[src/rtl/stream_packer_pkg.sv]
// Shared types and helpers for the stream packer.
// Handshake qualifier, clog2 and lane-mask helpers.
package stream_packer_pkg;

  function automatic int clog2(input int n);
    int r;
    r = 0;
    while ((1 << r) < n) r++;
    return r;
  endfunction

  function automatic logic hs(input logic v, input logic r);
    return v && r;
  endfunction

  // Lanes 0..i set: (2<<i)-1
  function automatic logic [31:0] lane_mask(input logic [31:0] i);
    return (32'd2 << i) - 32'd1;
  endfunction

endpackage

[src/rtl/stream_packer_out_reg.sv]
// Output register for the packer: wide word, keep, last and valid.
// Holds contents under stall; free when empty or being drained.
module pack_out_reg #(
  parameter int OW    = 32,
  parameter int RATIO = 4
) (
  input  logic             clk,
  input  logic             s_rst,
  input  logic             load,
  input  logic [OW-1:0]    load_data,
  input  logic [RATIO-1:0] load_keep,
  input  logic             load_last,
  input  logic             dst_ready,
  output logic             free,
  output logic             dst_vaild,
  output logic [OW-1:0]    dst_data_out,
  output logic [RATIO-1:0] dst_keep,
  output logic             dst_last
);

  assign free = ~dst_vaild | dst_ready;

  // Load replaces the word (also on same-cycle drain); else drop valid on handshake
  always_ff @(posedge clk) begin
    if (s_rst) begin
      dst_vaild    <= 1'b0;
      dst_data_out <= '0;
      dst_keep     <= '0;
      dst_last     <= 1'b0;
    end else if (load) begin
      dst_vaild    <= 1'b1;
      dst_data_out <= load_data;
      dst_keep     <= load_keep;
      dst_last     <= load_last;
    end else if (dst_ready) begin
      dst_vaild    <= 1'b0;
    end
  end

endmodule

[src/rtl/stream_packer.sv]
// Narrow-to-wide stream packer with per-lane keep mask.
// src_ready depends only on registered state and reset.
module stream_packer
  import stream_packer_pkg::*;
#(
  parameter int WIDTH = 8,
  parameter int RATIO = 4
) (
  input  logic                   clk,
  input  logic                   s_rst,
  input  logic                   src_vaild,
  input  logic [WIDTH-1:0]       src_data_in,
  input  logic                   src_last,
  output logic                   src_ready,
  output logic                   dst_vaild,
  output logic [WIDTH*RATIO-1:0] dst_data_out,
  output logic [RATIO-1:0]       dst_keep,
  output logic                   dst_last,
  input  logic                   dst_ready,
  output logic                   busy
);

  localparam int CW = clog2(RATIO);
  localparam int OW = WIDTH * RATIO;
  localparam logic [CW-1:0] LAST_IDX = CW'(RATIO - 1);

  logic [CW-1:0]    idx;
  logic [OW-1:0]    acc_data;
  logic [RATIO-1:0] acc_keep;
  logic             acc_last;
  logic             acc_full;

  logic             accept;
  logic             complete;
  logic             free;
  logic             load;
  logic [OW-1:0]    beat_data;
  logic [OW-1:0]    word_data;
  logic [RATIO-1:0] word_keep;
  logic [OW-1:0]    load_data;
  logic [RATIO-1:0] load_keep;
  logic             load_last;

  assign src_ready = ~acc_full & ~s_rst;
  assign accept    = hs(src_vaild, src_ready);
  assign complete  = accept & ((idx == LAST_IDX) | src_last);

  // Lane decoder: steer the incoming beat to lane idx
  always_comb begin
    beat_data = '0;
    for (int k = 0; k < RATIO; k++) begin
      if (idx == CW'(k)) beat_data[k*WIDTH +: WIDTH] = src_data_in;
    end
  end

  assign word_data = acc_data | beat_data;
  assign word_keep = RATIO'(lane_mask(32'(idx)));

  assign load      = free & (acc_full | complete);
  assign load_data = acc_full ? acc_data : word_data;
  assign load_keep = acc_full ? acc_keep : word_keep;
  assign load_last = acc_full ? acc_last : src_last;

  // Accumulator: fill lanes, hold a completed word when output is stalled
  always_ff @(posedge clk) begin
    if (s_rst) begin
      idx      <= '0;
      acc_data <= '0;
      acc_keep <= '0;
      acc_last <= 1'b0;
      acc_full <= 1'b0;
    end else if (acc_full) begin
      if (free) begin
        acc_full <= 1'b0;
        acc_data <= '0;
        acc_keep <= '0;
        acc_last <= 1'b0;
      end
    end else if (complete) begin
      idx <= '0;
      if (free) begin
        acc_data <= '0;
        acc_keep <= '0;
        acc_last <= 1'b0;
      end else begin
        acc_data <= word_data;
        acc_keep <= word_keep;
        acc_last <= src_last;
        acc_full <= 1'b1;
      end
    end else if (accept) begin
      idx      <= idx + CW'(1);
      acc_data <= word_data;
      acc_keep <= word_keep;
    end
  end

  pack_out_reg #(
    .OW    (OW),
    .RATIO (RATIO)
  ) u_out (
    .clk          (clk),
    .s_rst        (s_rst),
    .load         (load),
    .load_data    (load_data),
    .load_keep    (load_keep),
    .load_last    (load_last),
    .dst_ready    (dst_ready),
    .free         (free),
    .dst_vaild    (dst_vaild),
    .dst_data_out (dst_data_out),
    .dst_keep     (dst_keep),
    .dst_last     (dst_last)
  );

  assign busy = (idx != '0) | acc_full | dst_vaild;

endmodule
[config.mk]
export PLATFORM = sky130hd
export DESIGN_NAME = stream_packer
export DESIGN_NICKNAME = d
export VERILOG_FILES = /design/src/rtl/stream_packer_pkg.sv /design/src/rtl/stream_packer_out_reg.sv /design/src/rtl/stream_packer.sv
export SDC_FILE = /design/constraint.sdc
export NUM_CORES = 1
export LEC_CHECK = 0
export CAP_MARGIN = 15
export CELL_PAD_IN_SITES_DETAIL_PLACEMENT = 1
export CELL_PAD_IN_SITES_GLOBAL_PLACEMENT = 1
export CORE_MARGIN = 5
export CORE_UTILIZATION = 25
export CTS_CLUSTER_DIAMETER = 60
export DETAILED_ROUTE_END_ITERATION = 16
export PLACE_DENSITY = 0.53
export SETUP_SLACK_MARGIN = 0.15
export SYNTH_ARGS = -nofsm -noshare
export SYNTH_HDL_FRONTEND = slang
export SYNTH_HIERARCHICAL = 1
export SYNTH_SLANG_ARGS = --single-unit
[constraint.sdc]
create_clock -name clk -period 1.61 [get_ports clk]
set_input_delay 0.322 -clock clk [delete_from_list [all_inputs] [get_ports clk]]
set_output_delay 0.322 -clock clk [all_outputs]
set_load 0.02 [all_outputs]
Yosys cells after proc, flatten, opt, wreduce, memory -nomap -nowiden

Cells that the tools add are included.

Add/subtract/negate cells: 2
Eq/ne operators: 4
Shift-type cells: 1
Multiplexer cells: 28
Bitwise operators: 12
Reductions and logical operators: 10

Operators with widths:

| cell                                                | number |
|---|---|
| 2-to-1 mux 32 bit                                   | 6 |
| 2-to-1 mux 8 bit                                    | 4 |
| bitwise OR 32 bit                                   | 1 |
| 2-to-1 mux 4 bit                                    | 6 |
| 2-to-1 mux 1 bit                                    | 10 |
| nonzero test 2 bit                                  | 4 |
| AND reduction 2 bit                                 | 3 |
| bitwise OR 1 bit                                    | 5 |
| equality test 2 bit, second input constant          | 2 |
| 2-to-1 mux 2 bit                                    | 2 |
| << shifter 2 x 2 -> 4 bit, first input constant     | 1 |
| subtractor 4 x 1 -> 4 bit, second input constant    | 1 |
| AND 1 bit                                           | 3 |
| NOT 1 bit                                           | 3 |
| nonzero test 3 bit                                  | 1 |
| adder 2 x 1 -> 2 bit, second input constant         | 1 |
| equality test 2 x 1 -> 1 bit, second input constant | 1 |
| zero test 2 bit                                     | 1 |
| != test 2 x 1 -> 1 bit, second input constant       | 1 |
| logical AND 1 bit                                   | 1 |

Flip-flop bits (word level): 78
Logic and storage cells: 66

Depth between registers and ports, before layout

Gate-level depths: netlist (run 1).

Depth in word-level cells: 7
Depth in mapped cells: 9

By module

The synthesis (run 1) kept the hierarchy.

By module, submodules not included:

| module        | instances | cells each | area an instance (um^2) |
|---|---|---|---|
| stream_packer | 1         | 233        | 2,009.4 |
| pack_out_reg  | 1         | 123        | 1,361.3 |

Worst setup path before layout (run 1)

OpenSTA, ideal clock, no wires.

Path kind: register to register
From: reg idx[0]
To: reg u_out.dst_data_out[18]
Setup time: 0.128 ns
Data arrival time: 1.605 ns
Path slack: -0.122 ns
Cell stages (with the launch flop): 10
Period minus slack after synthesis: 1.732 ns
Path through: dfxtp_1 ha_1 o21ai_1 buf_2 o21ai_0 and2_1 buf_6 buf_12 mux2i_1 nor2_1

Cells in the longest elaborated chain, start to end: 5
Elaborated cells between the ends (all ways): 9
Classes of those cells: 2 x eq/ne; 2 x mux; 5 x bitwise

RTL lines:

| item                     | line                        | text |
|---|---|---|
| start: declaration       | stream_packer.sv:27         | `logic [CW-1:0] idx;` |
| start signal: assignment | stream_packer.sv:92         | `idx <= idx + CW'(1);` |
| equality test 2 bit      | stream_packer.sv:46         | `assign complete = accept & ((idx == LAST_IDX) \| src_last);` |
| bitwise OR 1 bit         | stream_packer.sv:46         |  |
| AND 1 bit                | stream_packer.sv:46         |  |
| bitwise OR 1 bit         | stream_packer.sv:59         | `assign load = free & (acc_full \| complete);` |
| AND 1 bit                | stream_packer.sv:59         |  |
| named net load           | stream_packer.sv:36         | `logic load;` |
| end signal: assignment   | stream_packer_out_reg.sv:32 | `dst_data_out <= load_data;` |
| end: declaration         | stream_packer_out_reg.sv:16 | `output logic [OW-1:0] dst_data_out,` |

The timed path passes the listed nets, and every way through them passes these cells.
A chain may end at the register's enable or synchronous reset.

Final worst setup path (run 1)

From: reg idx[1]
To: out busy

Cells in the longest elaborated chain, start to end: 3

RTL lines:

| item                          | line                 | text |
|---|---|---|
| nonzero test 2 bit            | stream_packer.sv:116 | `assign busy = (idx != '0) \| acc_full \| dst_vaild;` |
| bitwise OR 1 bit (2 in a row) | stream_packer.sv:116 |  |
| end: declaration              | stream_packer.sv:20  | `output logic busy` |

Every way passes these cells.

==> results of run 1 <==
layer usage:
| layer | vias up | share of wire [%] | wire (um) | track usage [%] |
|---|---|---|---|---|
| li1 | 1444 | - | - | - |
| met1 | 1426 | 46 | 5130 | 17.3 |
| met5 | - | 0 | 0 | 0 |
| met3 | 18 | 3.4 | 386 | 4.02 |
| met2 | 48 | 49 | 5550 | 23.3 |
| met4 | 0 | 1.8 | 203 | 5.49 |
metrics by stage:
stage	cells	worst slack (ps)	instance area, um2	TNS, ps	utilization [%]
floorplan	356	20.5	3400	0	-
global placement	592	-330	4380	-19800	33.1
CTS	617	-42.6	4870	-349	36.8
finish	627	-27.3	5160	-28.3	38.9
global route	627	-105	5160	-2730	38.9
detailed placement	592	-346	4380	-20450	33.1
worst paths after layout:
kind,endpoint,slack [ps],cells after the start
min,acc_data[9]$_SDFFE_PP0P_,440,3
max reg2reg,u_out/dst_data_out[28]$_SDFFE_PP0P_,0,9
max,busy,-30,5
min reg2reg,acc_data[3]$_SDFFE_PP0P_,480,2
state kept, by name (all words and copies together) (netlist names), 2 cells and up:
name / cells
acc_data: 32
idx: 2
u_out/dst_data_out: 32
u_out/dst_keep: 4
acc_keep: 4
placed cells by master, fill, tap and decap left out, drive strengths merged, types with 2 or more instances in the layout:
cell,instances
dfxtp,78
buf,69
nor2,50
dlygate4sd2,38
mux2i,37
a21o,34
a21oi,26
nand4,18
o211ai,17
clkbuf,13
clkdlybuf4s50,10
a31oi,9
a22o,7
nand2,5
nand3b,5
inv,5
nand2b,5
nor2b,5
o21ai,4
ha,4
and2,2
clkinv,2
timing repair:
item / CTS / global route
pin swaps: 22 / 23
buffers inserted: 4 / 8
setup endpoints to repair: 100 / 76
gates cloned: 5 / 2
resized for setup: 79 / 41
final cells by class:
| cell class | instances | area (um2) | share of cell area [%] |
|---|---|---|---|
| clock buffers | 13 | 280 | 5.43 |
| clock inverters | 3 | 40.0 | 0.776 |
| inverters | 5 | 18.8 | 0.364 |
| multi-input cells | 234 | 1790 | 34.8 |
| flip-flops and latches | 78 | 1570 | 30.3 |
| well taps | 176 | 220 | 4.27 |
| repair buffers | 118 | 1240 | 24.0 |
worst min-delay path: stages:
cell and delay (ps):
buf_2 140, buf_4 230, a21oi_2 40
kinds of logic (layout without fill, tap and decap cells):
logic type                 after synthesis  after routing
DFF                                     78             78
adders and majority gates                4              4
and+or+nand+nor                         93             93
buffers and inverters                   44            139
xor gates and xnor gates                 1              1
muxes                                   38             38
AOI/OAI and AO/OA                       98             98
power groups by stage:
stage          combinational [mW]  clock, mW  sequential (mW)
2_1_floorplan               0.249          0             2.04
3_3_place_gp                0.494          0             2.02
3_5_place_dp                0.498          0             2.02
4_1_cts                     0.543       2.23             1.98
5_1_grt                     0.637       2.30             1.98
6_report                    0.597       2.17             1.98
==> impl_metrics.toml, run 1 <==
[pwr]
total_power_mw = 4.75
ir_worst_vdd_mv = 0.611
seqPwrFrac_pct = 41.7
p_sw_share_pct = 23.9
power.net_switching_mw = 1.13
power_density_nw_per_um2 = 921
clock_power_share_pct = 45.7
total_leakage_power_nw = 2.31
cell_internal_pwr_mw = 3.62
power.share.combinational_pct = 12.6

[die]
initial_utilization_pct = 25.5
fp.dieW_um = 126
y_dimension_of_the_die_um = 126
dieArea_um2 = 15900
fp.coreArea_um2 = 13200
placementRows = 42
io_pins = 53

[route]
detailroute.via_count = 2936
detail_route.vias_per_cell = 4.68
dr.pass1.iters = 4
postRouteAntennaNets = 0
drcViolationCount = 0
wirelength_um = 11300
drt-initial-drc-count = 106
post_drt_wl_per_cell_um = 18.0

[timing]
timing_max_transition_violations_final = 0
setup_ws_ps = -27.3
tightestPinTransition_ps = 394
layout_worst_path_cycle_share_pct = 102
finalSetupViolCount = 2
slew_headroom_pct = 73.6
fin_skew_ps = 5.49
report.final.hold_viol_count = 0
period_minus_slack_ps = 1640
hold-worst-slack_ps = 440
grt_setup_unrepaired = "true"
max_freq_ghz = 0.611

[logic_synthesis]
synth_most_common_cell = "dfxtp_1"
synth-seq-cells = 78
synth_simple_gate_area_share_pct = 13.9
synth_top_area_cell = "dfxtp_1"
synth-main-ff-cell = "dfxtp_1"
async_flop_share_pct = 0
synthDominantCellAreaShare_pct = 46.3
synth_seq_area_share_pct = 46.3
synthMuxAreaShare_pct = 11.3
synth_enable_flop_cells = 0
syn-mean-instance-area_um2 = 9.47
synth.yosys.warnings = 6
netlist_top_cells_count = "dfxtp_1, nor2_1, mux2i_1"
post_synth_main_area_contributors = "dfxtp_1, mux2i_1, a21o_1, nor2_1, o211ai_1"
synth.cell_area_um2 = 3370
dominant_combinational_cell_family_by_area_after_synthesis = "compound AO/OA/AOI/OAI gates"
synth_fa_ha_area_share_pct = 1.48
synthesized_area_fraction_occupied_by_ao_oa_aoi_and_oai_cells_pct = 19.6
post_synth_inst_count = 356
synthesis.nets = 373
synth_xor_xnor_area_share_pct = 0.260
synth.lib_cells_used.distinct = 33

[critical_path]
worst_r2r_startpoint = "idx[0]$_SDFFE_PP0P_"
critPathLaunch = "idx[1]$_SDFFE_PP0P_"
critPathMaxFanout = 2
critical-path-max-stage-delay_ps = 330
timing.critical_path.to_type = "output port"
worst-endpoint-required_ps = 1290
worst_ep_arrival_time_ps = 1320
start_kind = "flop"
worstSetupPathType = "flop to output port"
worstPathBufferInverterCount = 2
cp_slowest_cell = "dfxtp_2"
critPathTopFamily = "flip-flops"
crit_chain = "inv_1 > ha_2 > nor2b_4 > nand2b_1 > buf_6"

[clock_network]
cts.hold.buffers_added = 0
clkTransAtPathRegs_ps = 60
cts_tree = "yes"
htreeDepth = 3
cts_buffers = 9
clock_sink_count = 78
worstSkewPairLatency_ps = 350
cts-root-to-sink-buffers = 2
cts-root-buf = "clkbuf_16"

[global_routing]
grt_first_pass_wirelength_um = 17400
antenna_violations_before_repair = 0
grt_start_max_net_pins = 30
grt.overflow.total = 0
track_usage_pct = 14.1
grt_pass1_vias = 3164

[cells_and_area]
drive_gt1_share_pct = 27.5
nNetsFinal = 463
filler_cell_count = 1500
area_growth_syn_to_layout_pct = 53.0
antennaDiodeCount = 0

[placed_design]
portBuffers = 52
place.detailed.hpwl_um = 7160
routabilityCongestion = 0.748

[hold_path]
min-delay-path-class = "input pin to flop"
hold_path.startpoint = "s_rst"

[status]
failed_checks = "negative setup slack"
status = "finished with violations"

[job]
max_capacitance_violation_count = 0
(Power assumes the default switching activity.)
==> run 2: changes to the inputs <==
--- a/config.mk
+++ b/config.mk
@@ -5,14 +5,15 @@
 export SDC_FILE = /design/constraint.sdc
 export NUM_CORES = 1
 export LEC_CHECK = 0
+export ABC_CLOCK_PERIOD_IN_PS = 1610
 export CAP_MARGIN = 15
 export CELL_PAD_IN_SITES_DETAIL_PLACEMENT = 1
 export CELL_PAD_IN_SITES_GLOBAL_PLACEMENT = 1
 export CORE_MARGIN = 5
-export CORE_UTILIZATION = 25
+export CORE_UTILIZATION = 37
 export CTS_CLUSTER_DIAMETER = 60
 export DETAILED_ROUTE_END_ITERATION = 16
-export PLACE_DENSITY = 0.53
+export PLACE_DENSITY = 0.74
 export SETUP_SLACK_MARGIN = 0.15
 export SYNTH_ARGS = -nofsm -noshare
 export SYNTH_HDL_FRONTEND = slang
==> run 2 against run 1 <==
Net effect:
- largest cell class unchanged
- hold slack worse by 20 ps
- sequential power about the same
- total power down 6.1%
- clock power down 14%
- die area down 30%
- the run still ends with negative setup slack left
- cell count down 12%
- first-iteration DRC count up 10%
==> impl_metrics.toml, run 2 (synthesis gave the netlist of run 1 again) <==
[timing]
report.final.hold_viol_count = 0
finalSetupViolCount = 26
timing_max_transition_violations_final = 0
fin_skew_ps = 6.33
grt_setup_unrepaired = "true"
tightestPinTransition_ps = 466
setup_ws_ps = -108
slew_headroom_pct = 68.9
layout_worst_path_cycle_share_pct = 107
max_freq_ghz = 0.582
period_minus_slack_ps = 1720
final.setup.tns_ps = -410

[route]
detail_route.vias_per_cell = 5.55
dr.pass1.iters = 4
postRouteAntennaNets = 0
detailroute.via_count = 3051
wirelength_um = 11500
drcViolationCount = 0
drt-initial-drc-count = 117
post_drt_wl_per_cell_um = 20.9

[critical_path]
crit_chain = "inv_1 > ha_2 > nor2b_4 > nand2b_1 > buf_6"
start_kind = "flop"
timing.reg2reg.worst_path_depth = 8
worst_r2r_startpoint = "idx[0]$_SDFFE_PP0P_"
worstReg2RegEnd = "acc_data[15]$_SDFFE_PP0P_"
worstSetupPathType = "flop to output port"
regToRegSetupSlack_ps = -30
cp_slowest_cell = "dfxtp_2"
worst-endpoint-required_ps = 1290
critical-path-max-stage-delay_ps = 330
timing.critical_path.to_type = "output port"
critPathMaxFanout = 2
worst_ep_arrival_time_ps = 1400

[cells_and_area]
layout.cells.most_common_list = "dfxtp_1, nor2_1, dlygate4sd2_1"
filler_cell_count = 967
antennaDiodeCount = 0
drive_gt1_share_pct = 26.5
biggestRegsByFlops = "acc_data: 32 flops, u_out/dst_data_out: 32 flops"
area_of_the_multi_input_gates_um2 = 1780
seqCellArea_um2 = 1570
nNetsFinal = 455
most_common_cell_after_layout_fill_and_taps_aside = "dfxtp_1"
area_growth_syn_to_layout_pct = 45.8
finish.utilization_pct = 55.8

[global_routing]
grt_pass1_vias = 3270
antenna_violations_before_repair = 0
track_usage_pct = 18.7
grt.overflow.total = 0
grt_first_pass_wirelength_um = 16700
grt_start_max_net_pins = 35

[pwr]
total_leakage_power_nw = 2.23
total_power_mw = 4.46
ir_worst_vdd_mv = 0.508
power_density_nw_per_um2 = 908

[die]
fp.coreArea_um2 = 8810
placementRows = 34
fp.dieW_um = 105
dieArea_um2 = 11100
y_dimension_of_the_die_um = 105
io_pins = 53
initial_utilization_pct = 38.3

[placed_design]
portBuffers = 52
routabilityCongestion = 0.830
place.detailed.hpwl_um = 6400

[clock_network]
worstSkewPairLatency_ps = 350
clkTransAtPathRegs_ps = 80
cts_buffers = 9
cts_tree = "yes"
clock_sink_count = 78
cts.hold.buffers_added = 0
cts-root-buf = "clkbuf_8"
htreeDepth = 3
cts-root-to-sink-buffers = 2

[job]
max_capacitance_violation_count = 0

[hold_path]
hold-path-endpoint = "acc_keep[1]$_SDFFE_PP0P_"
min_path_cells = 3
hold_path.startpoint = "s_rst"
min-delay-path-class = "input pin to flop"

[status]
failed_checks = "negative setup slack"
status = "finished with violations"
==> run 2: changes by cell type in the layout (fill, tap and decap cells not counted), moves of 5 or more <==
| cell | before | now |
|---|---|---|
| clkbuf_8 | 4 | 12 |
| nor2_4 | 0 | 8 |
| clkbuf_16 | 9 | 2 |
| nor2_1 | 48 | 41 |
| a31oi_1 | 3 | 8 |
| buf_4 | 37 | 31 |
==> run 2: through the flow <==
stage | worst slack [ps] | hold WS (ps) | instance area (um2) | instances
after global placement | -189 | 443 | 4190 | 514
after global routing | -136 | 428 | 4910 | 550
after floorplan | 20.5 | 428 | 3400 | 356
final | -108 | 420 | 4910 | 550
after CTS | -50.5 | 378 | 4550 | 536
after detailed placement | -280 | 465 | 4190 | 514
==> run 2: final cells by class <==
cell class	count	share of cell area [%]
Sequential cell	78	31.9
Clock buffer	12	3.36
Timing Repair Buffer	110	23.5
Clock inverter	3	1.83
Multi-Input combinational cell	234	36.3
Inverter	5	0.382
Tap cell	108	2.75
==> run 2: worst max path at each step <==
stage | from | to | slack, ps
2_1_floorplan | idx[1]$_SDFFE_PP0P_ | u_out/dst_data_out[18]$_SDFFE_PP0P_ | 20
3_3_place_gp | src_vaild | u_out/dst_data_out[22]$_SDFFE_PP0P_ | -190
3_5_place_dp | src_last | u_out/dst_data_out[4]$_SDFFE_PP0P_ | -280
4_1_cts | idx[0]$_SDFFE_PP0P_ | u_out/dst_data_out[4]$_SDFFE_PP0P_ | -50
5_1_grt | idx[1]$_SDFFE_PP0P_ | busy | -140
6_report | idx[1]$_SDFFE_PP0P_ | busy | -110
==> run 2: routing by layer <==
metal,vias to the layer above,part of all wire [%],track usage (%)
li1,1419,-,-
met5,-,0,0
met1,1514,42,22.3
met3,25,5.0,4.34
met4,0,2.8,7.69
met2,93,50,32.3
==> run 2: worst max-delay path: cells and delay by family, from the launching register on <==
family	cells	cell delay [ps]
flops	1	330
buf+inv	2	240
simple gates	2	240
fa+ha+maj	1	220
==> run 2: power breakdown <==
group / switching [mW] / total [mW] / internal (mW)
clock network: 0.723 / 1.87 / 1.15
registers: 0.0202 / 1.98 / 1.96
logic: 0.320 / 0.610 / 0.289
==> run 2: what timing repair did <==
item                                    4_1_cts  5_1_grt
gates resized for setup                      61       58
pin swaps                                     1       39
hold endpoints to repair                      0        0
buffers inserted                              5       10
endpoints found under the setup margin       96       74
cloned                                        2        4
==> run 3: changes to the inputs <==
--- a/config.mk
+++ b/config.mk
@@ -11,7 +11,7 @@
 export CELL_PAD_IN_SITES_GLOBAL_PLACEMENT = 1
 export CORE_MARGIN = 5
 export CORE_UTILIZATION = 37
-export CTS_CLUSTER_DIAMETER = 60
+export CTS_CLUSTER_DIAMETER = 200
 export DETAILED_ROUTE_END_ITERATION = 16
 export PLACE_DENSITY = 0.74
 export SETUP_SLACK_MARGIN = 0.15
==> results of run 3 <==
The final DEF is identical to that of run 2; final timing and power are the same.
